### src/rtl/i2c_byte_sequencer_pkg.sv
// Shared widths, sequencer state type and FIFO sizing helper for the
// I2C byte sequencer.
package i2c_pkg;
  localparam int I2C_ADDR_W = 7;
  localparam int I2C_BYTE_W = 8;

  typedef enum logic [2:0] {
    SEQ_IDLE    = 3'd0,
    SEQ_START   = 3'd1,
    SEQ_WAIT_TX = 3'd2,
    SEQ_XFER    = 3'd3,
    SEQ_STOP    = 3'd4,
    SEQ_DONE    = 3'd5
  } i2c_seq_state_t;

  // Power-of-two FIFO pointers carry one extra wrap bit.
  function automatic int fifo_ptr_w(input int depth);
    return $clog2(depth) + 1;
  endfunction
endpackage

### src/rtl/i2c_byte_sequencer_if.sv
// Command, TX/RX stream, status and master-side signals of the byte sequencer.
interface i2c_byte_sequencer_if #(
  parameter int LEN_W = 8
);
  import i2c_pkg::*;

  logic                  cmd_valid_i;
  logic                  cmd_ready_o;
  logic [I2C_ADDR_W-1:0] cmd_addr_i;
  logic                  cmd_rw_i;
  logic [LEN_W-1:0]      cmd_len_i;
  logic                  tx_valid_i;
  logic                  tx_ready_o;
  logic [I2C_BYTE_W-1:0] tx_data_i;
  logic                  rx_valid_o;
  logic                  rx_ready_i;
  logic [I2C_BYTE_W-1:0] rx_data_o;
  logic                  done_o;
  logic                  nack_o;
  logic                  mst_enable_o;
  logic [I2C_ADDR_W-1:0] mst_addr_o;
  logic                  mst_rw_o;
  logic [I2C_BYTE_W-1:0] mst_wdata_o;
  logic                  mst_eow_o;
  logic                  mst_ack_o;
  logic                  mst_byte_done_i;
  logic [I2C_BYTE_W-1:0] mst_rdata_i;
  logic                  mst_slave_nack_i;
  logic                  mst_busy_i;

  modport slave (
    input  cmd_valid_i, cmd_addr_i, cmd_rw_i, cmd_len_i,
    input  tx_valid_i, tx_data_i, rx_ready_i,
    input  mst_byte_done_i, mst_rdata_i, mst_slave_nack_i, mst_busy_i,
    output cmd_ready_o, tx_ready_o, rx_valid_o, rx_data_o, done_o, nack_o,
    output mst_enable_o, mst_addr_o, mst_rw_o, mst_wdata_o, mst_eow_o, mst_ack_o
  );

  modport master (
    output cmd_valid_i, cmd_addr_i, cmd_rw_i, cmd_len_i,
    output tx_valid_i, tx_data_i, rx_ready_i,
    output mst_byte_done_i, mst_rdata_i, mst_slave_nack_i, mst_busy_i,
    input  cmd_ready_o, tx_ready_o, rx_valid_o, rx_data_o, done_o, nack_o,
    input  mst_enable_o, mst_addr_o, mst_rw_o, mst_wdata_o, mst_eow_o, mst_ack_o
  );
endinterface

### src/rtl/i2c_byte_fifo.sv
// Synchronous byte FIFO with wrap-bit pointers; push gated by not-full,
// pop gated by not-empty, head presented combinationally.
module i2c_byte_fifo
  import i2c_pkg::*;
#(
  parameter int DEPTH = 8
) (
  input  logic                  clk_i,
  input  logic                  rst_i,
  input  logic                  push_i,
  input  logic [I2C_BYTE_W-1:0] push_data_i,
  input  logic                  pop_i,
  output logic [I2C_BYTE_W-1:0] pop_data_o,
  output logic                  full_o,
  output logic                  empty_o
);
  localparam int PW = fifo_ptr_w(DEPTH);
  localparam int AW = PW - 1;
  localparam logic [PW-1:0] PTR_ONE = PW'(1);

  logic [PW-1:0]         wr_ptr_r;
  logic [PW-1:0]         rd_ptr_r;
  logic [I2C_BYTE_W-1:0] mem_r [DEPTH];
  logic                  push_s;
  logic                  pop_s;

  assign full_o     = (wr_ptr_r[AW] != rd_ptr_r[AW]) && (wr_ptr_r[AW-1:0] == rd_ptr_r[AW-1:0]);
  assign empty_o    = (wr_ptr_r == rd_ptr_r);
  assign push_s     = push_i && !full_o;
  assign pop_s      = pop_i && !empty_o;
  assign pop_data_o = mem_r[rd_ptr_r[AW-1:0]];

  // Storage and pointer update
  always_ff @(posedge clk_i or negedge rst_i) begin
    if (!rst_i) begin
      wr_ptr_r <= '0;
      rd_ptr_r <= '0;
      for (int i = 0; i < DEPTH; i++) begin
        mem_r[i] <= '0;
      end
    end else begin
      if (push_s) begin
        mem_r[wr_ptr_r[AW-1:0]] <= push_data_i;
        wr_ptr_r                <= wr_ptr_r + PTR_ONE;
      end
      if (pop_s) begin
        rd_ptr_r <= rd_ptr_r + PTR_ONE;
      end
    end
  end
endmodule

### src/rtl/i2c_byte_sequencer.sv
// Feeds the I2C master one byte at a time from a TX FIFO, gathers read
// bytes into an RX FIFO and reports completion / slave-NACK status.
module i2c_byte_sequencer
  import i2c_pkg::*;
#(
  parameter int FIFO_DEPTH = 8,
  parameter int LEN_W      = 8
) (
  input  logic                clk_i,
  input  logic                rst_i,
  i2c_byte_sequencer_if.slave bus
);
  localparam logic [LEN_W-1:0] LEN_ONE = LEN_W'(1);

  i2c_seq_state_t        state_r;
  i2c_seq_state_t        state_s;
  logic [I2C_ADDR_W-1:0] addr_r;
  logic                  rw_r;
  logic [LEN_W-1:0]      remaining_r;
  logic [LEN_W-1:0]      flush_cnt_r;
  logic [I2C_BYTE_W-1:0] wdata_r;
  logic                  enable_r;
  logic                  nack_r;
  logic                  underrun_r;

  logic accept_s, launch_s, byte_load_s, set_underrun_s, rx_push_s, rx_ovf_s;
  logic dec_s, abort_s, wdata_load_s, flush_pop_s, tx_pop_s, set_nack_s, last_s;
  logic tx_full_s, tx_empty_s, rx_full_s, rx_empty_s;
  logic [I2C_BYTE_W-1:0] tx_head_s;
  logic [I2C_BYTE_W-1:0] rx_head_s;

  i2c_byte_fifo #(.DEPTH(FIFO_DEPTH)) u_tx_fifo (
    .clk_i       (clk_i),
    .rst_i       (rst_i),
    .push_i      (bus.tx_valid_i),
    .push_data_i (bus.tx_data_i),
    .pop_i       (tx_pop_s),
    .pop_data_o  (tx_head_s),
    .full_o      (tx_full_s),
    .empty_o     (tx_empty_s)
  );

  i2c_byte_fifo #(.DEPTH(FIFO_DEPTH)) u_rx_fifo (
    .clk_i       (clk_i),
    .rst_i       (rst_i),
    .push_i      (rx_push_s),
    .push_data_i (bus.mst_rdata_i),
    .pop_i       (bus.rx_ready_i),
    .pop_data_o  (rx_head_s),
    .full_o      (rx_full_s),
    .empty_o     (rx_empty_s)
  );

  assign last_s = (remaining_r == LEN_ONE);

  // State register
  always_ff @(posedge clk_i or negedge rst_i) begin
    if (!rst_i) begin
      state_r <= SEQ_IDLE;
    end else begin
      state_r <= state_s;
    end
  end

  // Next-state and per-cycle control strobes
  always_comb begin
    state_s        = state_r;
    accept_s       = 1'b0;
    launch_s       = 1'b0;
    byte_load_s    = 1'b0;
    set_underrun_s = 1'b0;
    rx_push_s      = 1'b0;
    rx_ovf_s       = 1'b0;
    dec_s          = 1'b0;
    abort_s        = 1'b0;
    case (state_r)
      SEQ_IDLE: begin
        if (bus.cmd_valid_i) begin
          accept_s = 1'b1;
          state_s  = (bus.cmd_len_i == '0) ? SEQ_DONE : SEQ_START;
        end else begin
          state_s = SEQ_IDLE;
        end
      end
      SEQ_START, SEQ_WAIT_TX: begin
        if (bus.mst_slave_nack_i) begin
          abort_s = 1'b1;
          state_s = SEQ_STOP;
        end else if (!rw_r && tx_empty_s) begin
          state_s = SEQ_WAIT_TX;
        end else begin
          launch_s = 1'b1;
          state_s  = SEQ_XFER;
        end
      end
      SEQ_XFER: begin
        if (bus.mst_slave_nack_i) begin
          abort_s = 1'b1;
          state_s = SEQ_STOP;
        end else if (bus.mst_byte_done_i) begin
          dec_s = 1'b1;
          if (rw_r) begin
            rx_push_s = !rx_full_s;
            rx_ovf_s  = rx_full_s;
          end else if (!last_s && !underrun_r) begin
            byte_load_s    = !tx_empty_s;
            set_underrun_s = tx_empty_s;
          end else begin
            byte_load_s = 1'b0;
          end
          // After an underrun the master stops on the byte it already holds.
          state_s = (last_s || underrun_r) ? SEQ_STOP : SEQ_XFER;
        end else begin
          state_s = SEQ_XFER;
        end
      end
      SEQ_STOP: begin
        if (!bus.mst_busy_i && (flush_cnt_r == '0)) begin
          state_s = SEQ_DONE;
        end else begin
          state_s = SEQ_STOP;
        end
      end
      SEQ_DONE: state_s = SEQ_IDLE;
      default:  state_s = SEQ_IDLE;
    endcase
  end

  assign wdata_load_s = (launch_s && !rw_r) || byte_load_s;
  assign flush_pop_s  = (flush_cnt_r != '0) && !tx_empty_s;
  assign tx_pop_s     = wdata_load_s || flush_pop_s;
  assign set_nack_s   = rx_ovf_s || set_underrun_s ||
                        (bus.mst_slave_nack_i && (state_r != SEQ_IDLE));

  // Command latch, byte counter, write data and status flags
  always_ff @(posedge clk_i or negedge rst_i) begin
    if (!rst_i) begin
      addr_r      <= '0;
      rw_r        <= 1'b0;
      remaining_r <= '0;
      wdata_r     <= '0;
      enable_r    <= 1'b0;
      nack_r      <= 1'b0;
      underrun_r  <= 1'b0;
    end else begin
      enable_r <= launch_s;
      if (accept_s) begin
        addr_r      <= bus.cmd_addr_i;
        rw_r        <= bus.cmd_rw_i;
        remaining_r <= bus.cmd_len_i;
        nack_r      <= 1'b0;
        underrun_r  <= 1'b0;
      end else begin
        if (abort_s || (dec_s && underrun_r)) begin
          remaining_r <= '0;
        end else if (dec_s) begin
          remaining_r <= remaining_r - LEN_ONE;
        end
        if (wdata_load_s) begin
          wdata_r <= tx_head_s;
        end
        if (set_underrun_s) begin
          underrun_r <= 1'b1;
        end else if (state_r == SEQ_DONE) begin
          underrun_r <= 1'b0;
        end
        if (set_nack_s) begin
          nack_r <= 1'b1;
        end
      end
    end
  end

  // TX flush after a slave NACK; the byte already in wdata_r is not counted
  always_ff @(posedge clk_i or negedge rst_i) begin
    if (!rst_i) begin
      flush_cnt_r <= '0;
    end else if (abort_s) begin
      if (rw_r) begin
        flush_cnt_r <= '0;
      end else if (state_r == SEQ_XFER) begin
        flush_cnt_r <= remaining_r - LEN_ONE;
      end else begin
        flush_cnt_r <= remaining_r;
      end
    end else if (flush_pop_s) begin
      flush_cnt_r <= flush_cnt_r - LEN_ONE;
    end else if (tx_empty_s) begin
      flush_cnt_r <= '0;
    end
  end

  assign bus.cmd_ready_o  = (state_r == SEQ_IDLE);
  assign bus.tx_ready_o   = !tx_full_s;
  assign bus.rx_valid_o   = !rx_empty_s;
  assign bus.rx_data_o    = rx_head_s;
  assign bus.done_o       = (state_r == SEQ_DONE);
  assign bus.nack_o       = nack_r;
  assign bus.mst_enable_o = enable_r;
  assign bus.mst_addr_o   = addr_r;
  assign bus.mst_rw_o     = rw_r;
  assign bus.mst_wdata_o  = wdata_r;
  assign bus.mst_eow_o    = (!rw_r && last_s) || underrun_r;
  assign bus.mst_ack_o    = !(rw_r && last_s);
endmodule

### src/flat_wrapper.sv
// flat-port wrapper written by rule: the top's interface ports become plain ports
module i2c_byte_sequencer_flat import i2c_pkg::*;
#(
  parameter int FIFO_DEPTH = 8,
  parameter int LEN_W      = 8
)
  (clk_i, rst_i, bus_cmd_valid_i, bus_cmd_addr_i, bus_cmd_rw_i, bus_cmd_len_i, bus_tx_valid_i, bus_tx_data_i, bus_rx_ready_i, bus_mst_byte_done_i, bus_mst_rdata_i, bus_mst_slave_nack_i, bus_mst_busy_i, bus_cmd_ready_o, bus_tx_ready_o, bus_rx_valid_o, bus_rx_data_o, bus_done_o, bus_nack_o, bus_mst_enable_o, bus_mst_addr_o, bus_mst_rw_o, bus_mst_wdata_o, bus_mst_eow_o, bus_mst_ack_o);
  i2c_byte_sequencer_if #(.LEN_W(LEN_W)) bus_i ();
  input  logic clk_i;
  input  logic rst_i;
  input wire logic [$bits(bus_i.cmd_valid_i)-1:0] bus_cmd_valid_i;
  input wire logic [$bits(bus_i.cmd_addr_i)-1:0] bus_cmd_addr_i;
  input wire logic [$bits(bus_i.cmd_rw_i)-1:0] bus_cmd_rw_i;
  input wire logic [$bits(bus_i.cmd_len_i)-1:0] bus_cmd_len_i;
  input wire logic [$bits(bus_i.tx_valid_i)-1:0] bus_tx_valid_i;
  input wire logic [$bits(bus_i.tx_data_i)-1:0] bus_tx_data_i;
  input wire logic [$bits(bus_i.rx_ready_i)-1:0] bus_rx_ready_i;
  input wire logic [$bits(bus_i.mst_byte_done_i)-1:0] bus_mst_byte_done_i;
  input wire logic [$bits(bus_i.mst_rdata_i)-1:0] bus_mst_rdata_i;
  input wire logic [$bits(bus_i.mst_slave_nack_i)-1:0] bus_mst_slave_nack_i;
  input wire logic [$bits(bus_i.mst_busy_i)-1:0] bus_mst_busy_i;
  output wire logic [$bits(bus_i.cmd_ready_o)-1:0] bus_cmd_ready_o;
  output wire logic [$bits(bus_i.tx_ready_o)-1:0] bus_tx_ready_o;
  output wire logic [$bits(bus_i.rx_valid_o)-1:0] bus_rx_valid_o;
  output wire logic [$bits(bus_i.rx_data_o)-1:0] bus_rx_data_o;
  output wire logic [$bits(bus_i.done_o)-1:0] bus_done_o;
  output wire logic [$bits(bus_i.nack_o)-1:0] bus_nack_o;
  output wire logic [$bits(bus_i.mst_enable_o)-1:0] bus_mst_enable_o;
  output wire logic [$bits(bus_i.mst_addr_o)-1:0] bus_mst_addr_o;
  output wire logic [$bits(bus_i.mst_rw_o)-1:0] bus_mst_rw_o;
  output wire logic [$bits(bus_i.mst_wdata_o)-1:0] bus_mst_wdata_o;
  output wire logic [$bits(bus_i.mst_eow_o)-1:0] bus_mst_eow_o;
  output wire logic [$bits(bus_i.mst_ack_o)-1:0] bus_mst_ack_o;
  assign bus_i.cmd_valid_i = bus_cmd_valid_i;
  assign bus_i.cmd_addr_i = bus_cmd_addr_i;
  assign bus_i.cmd_rw_i = bus_cmd_rw_i;
  assign bus_i.cmd_len_i = bus_cmd_len_i;
  assign bus_i.tx_valid_i = bus_tx_valid_i;
  assign bus_i.tx_data_i = bus_tx_data_i;
  assign bus_i.rx_ready_i = bus_rx_ready_i;
  assign bus_i.mst_byte_done_i = bus_mst_byte_done_i;
  assign bus_i.mst_rdata_i = bus_mst_rdata_i;
  assign bus_i.mst_slave_nack_i = bus_mst_slave_nack_i;
  assign bus_i.mst_busy_i = bus_mst_busy_i;
  assign bus_cmd_ready_o = bus_i.cmd_ready_o;
  assign bus_tx_ready_o = bus_i.tx_ready_o;
  assign bus_rx_valid_o = bus_i.rx_valid_o;
  assign bus_rx_data_o = bus_i.rx_data_o;
  assign bus_done_o = bus_i.done_o;
  assign bus_nack_o = bus_i.nack_o;
  assign bus_mst_enable_o = bus_i.mst_enable_o;
  assign bus_mst_addr_o = bus_i.mst_addr_o;
  assign bus_mst_rw_o = bus_i.mst_rw_o;
  assign bus_mst_wdata_o = bus_i.mst_wdata_o;
  assign bus_mst_eow_o = bus_i.mst_eow_o;
  assign bus_mst_ack_o = bus_i.mst_ack_o;
  i2c_byte_sequencer #(.FIFO_DEPTH(FIFO_DEPTH), .LEN_W(LEN_W)) u_core (.clk_i(clk_i), .rst_i(rst_i), .bus(bus_i));
endmodule
### config.mk
export PLATFORM = sky130hd
export DESIGN_NAME = i2c_byte_sequencer_flat
export DESIGN_NICKNAME = d
export VERILOG_FILES = /design/src/rtl/i2c_byte_sequencer_pkg.sv /design/src/rtl/i2c_byte_sequencer_if.sv /design/src/rtl/i2c_byte_fifo.sv /design/src/rtl/i2c_byte_sequencer.sv /design/src/flat_wrapper.sv
export SDC_FILE = /design/constraint.sdc
export NUM_CORES = 1
export LEC_CHECK = 0
export CORE_MARGIN = 2
export CORE_UTILIZATION = 40
export CTS_BUF_LIST = sky130_fd_sc_hd__clkbuf_16
export CTS_CLUSTER_DIAMETER = 150
export DETAILED_ROUTE_END_ITERATION = 6
export DONT_BUFFER_PORTS = 1
export MAX_ROUTING_LAYER = met4
export SYNTH_ARGS = -nofsm -noshare
export SYNTH_HDL_FRONTEND = slang
export SYNTH_SLANG_ARGS = --single-unit
### constraint.sdc
create_clock -name clk_i -period 4.7 [get_ports clk_i]
set_input_delay 0.705 -clock clk_i [delete_from_list [all_inputs] [get_ports clk_i]]
set_output_delay 0.705 -clock clk_i [all_outputs]
set_load 0.005 [all_outputs]
==> out/summary.txt <==
Area after DPL: 9022 um^2
CP delay by family, top: flip-flops
Slew Viols, Final: 0
Diode count: 0
Detailed Routing Iterations Pass 1: 4
Failing checks: negative hold slack
Post-Route WL: 18570 um
Final setup vio count: 0
Number of buffers added on ports: 0
Hold crit path type: input port to asynchronous set/reset pin
Cell taking the most area after synthesis: dfrtp_1
Worst slew margin: 30.08%
Worst-path clk slew: 0.08 ns
Initial antenna violation count: 0
Layout cells sized above 1: 36.19%
Post-Synthesis Cells: 637
Via/cell ratio: 5.539
WS Path Type: register to register
DP HPWL: 12230 um
Gr ovfl total: 0
Synth warn: 0
RD Place Congestion: 0.8296
Crit-path slowest cell: dfrtp_1
Max cap viols: 0
Yosys top cell area share: 51.79%
Post_cts resized: 0
Leak: 4.219 nW
Fin Setup TNS: 0 ns
Critical path launch point type: register
Fin crit share: 61.64%
Mapped Area: 8795 um^2
Cell with the most instances after synthesis: dfrtp_1
Worst EP arrival: 3.20 ns
Die height: 152.3 um
Synth Flop Type: dfrtp_1
Post-route insts no fill: 921
CTS Buf Count: 17
Number of hold violations in the final report: 28
Die area: 23190 um^2
Detail Route Antenna Nets: 0
Clock Skew: 0.01104 ns
Worst path cell trace: xor2_1, o41ai_2, nor2_1, nand3b_1, mux2_2
Place WS: 1.801 ns
Worst R2R End: u_core.u_tx_fifo.mem_r[41]
DIE WIDTH: 152.3 um
TritonCTS clock tree: done
WL/cell: 20.16 um
Slowest stage delay, CP: 0.94 ns
DRT iter0 DRCs: 227
Core area: 21690 um^2
Syn nets: 685
Pwr/cell area: 607.4 nW/um^2
Peak Freq: 345.2 MHz
Pwr Total: 5.824 mW
Post-Syn Area per Cell: 13.81 um^2
RSZ-0062 raised after global routing: no
Clk sinks: 182
Clock Path Buffers: 2
Yosys reg bits: 182
Ys async rst share: 100.0%
Vias in the first global route: 5445
Sequential area share after synthesis: 51.79%
Synth area leaders: dfrtp_1, mux2_2, mux4_2
CP Max Fanout: 21
Count of different cell masters after synthesis: 54
Finished layout cell area: 9588 um^2
Post-CTS Setup Bufs: 0
Final core utilization: 44.21%
Clock period minus worst slack: 2.897 ns
Routed via count: 5101
RR Startpoint: u_core.u_tx_fifo.rd_ptr_r[1]
Area Overhead vs Synth: 9.020%
Largest net degree at the start of global routing: 183
WP buf/inv: 0
Hold slack: -0.03924 ns
Nature of the critical path endpoint: register
Placed cells: 889
Setup slack, reg-to-reg: 1.80 ns
Nets@finish: 676
VDD IR max: 0.2602 mV
FP Rows: 54
R2r worst-path depth: 5
Worst Max-Slew Pin Slew: 1.049 ns
Top Ports: 72
# DRC: 0
Starting density of the core: 40.55%
GRT Util Overall: 17.08%
Synth top cells by count: dfrtp_1, mux2_2, mux4_2, nand2_1, nor2_1
Post-synth EDFFs: 0
Outcome: finished with violations
# fillers: 1912
WP data required: 5.01 ns
H-tree depth: 4
Root Buffer: clkbuf_16
Global-route wire length before repair: 30290 um
Setup WS post-layout: 1.803 ns
Skew-Pair Late Insertion Delay: 0.43 ns
==> power by group <==
group | total (mW) | switching (mW) | internal, mW
registers | 2.57 | 0.506 | 2.07
clock network | 1.38 | 0.675 | 0.703
logic | 1.87 | 0.822 | 1.05
==> worst register-to-register path, cell delays in order, from the launching register on <==
cell	delay, ns
dfrtp_1	0.94
xor2_1	0.23
o41ai_2	0.57
nor2_1	0.15
nand3b_1	0.48
mux2_2	0.41
==> cell usage in the layout (no fill, tap or decap), types with 12 or more instances in the layout <==
master / synthesis / final
clkbuf_16: 0 / 17
inv_1: 11 / 12
xor2_1: 16 / 16
xnor2_1: 22 / 22
mux2_2: 132 / 132
nand2_1: 29 / 29
nor2_1: 25 / 25
mux2_4: 16 / 16
mux4_2: 32 / 32
o21ai_0: 20 / 20
dfrtp_1: 182 / 182
==> worst max path at each step <==
stage,slack (ns),from,endpoint,cells after the start
final,1.80,u_core.u_tx_fifo.rd_ptr_r[1],u_core.u_tx_fifo.mem_r[41],5
after global routing,1.53,u_core.u_tx_fifo.rd_ptr_r[1],u_core.u_tx_fifo.mem_r[41],5
after CTS,1.78,u_core.u_tx_fifo.rd_ptr_r[1],u_core.u_tx_fifo.mem_r[41],5
after detailed placement,1.80,u_core.u_tx_fifo.rd_ptr_r[1],u_core.u_tx_fifo.mem_r[40],5
after global placement,1.85,u_core.u_tx_fifo.rd_ptr_r[1],u_core.u_tx_fifo.mem_r[33],5
after floorplan,2.13,u_core.u_rx_fifo.rd_ptr_r[0],bus_rx_data_o[0],4
==> cells by family after synthesis <==
logic type / after synthesis / synth area share [%]
fa+ha+maj: 8 / 1.138
mux: 189 / 28.85
compound gates: 61 / 4.595
flops: 182 / 51.79
simple gates: 114 / 7.398
xor+xnor: 38 / 3.784
buf+inv: 45 / 2.447
==> area by class of cell <==
type                       count  area, um^2  area share (%)
tap                          280       350.3           3.654
clock buffer                  17       425.4           4.437
inverter                      11       41.29          0.4306
sequential                   182        4554           47.50
timing repair buffer           6       45.04          0.4698
clock inverter                15       140.1           1.462
multi-input combinational    410        4031           42.05
==> registers in the layout, summed over array words and instances (netlist names) <==
name	flops
u_core.u_tx_fifo.wr_ptr_r	4
u_core.state_r	3
u_core.bus.mst_wdata_o	8
u_core.bus.mst_addr_o	7
u_core.u_rx_fifo.mem_r	64
u_core.bus.mst_rw_o	1
u_core.u_tx_fifo.mem_r	64
u_core.u_rx_fifo.wr_ptr_r	4
u_core.flush_cnt_r	8
u_core.u_rx_fifo.rd_ptr_r	4
u_core.underrun_r	1
u_core.remaining_r	8
u_core.bus.nack_o	1
u_core.bus.mst_enable_o	1
u_core.u_tx_fifo.rd_ptr_r	4
==> routing by layer <==
metal	track usage [%]	up-vias	routed length, um
met5	-	-	0
met4	5.296	0	310
met3	4.266	23	789
met2	27.03	88	9128
met1	21.80	2657	8337
li1	-	2333	-
Power figures use the tool's default switching activity.
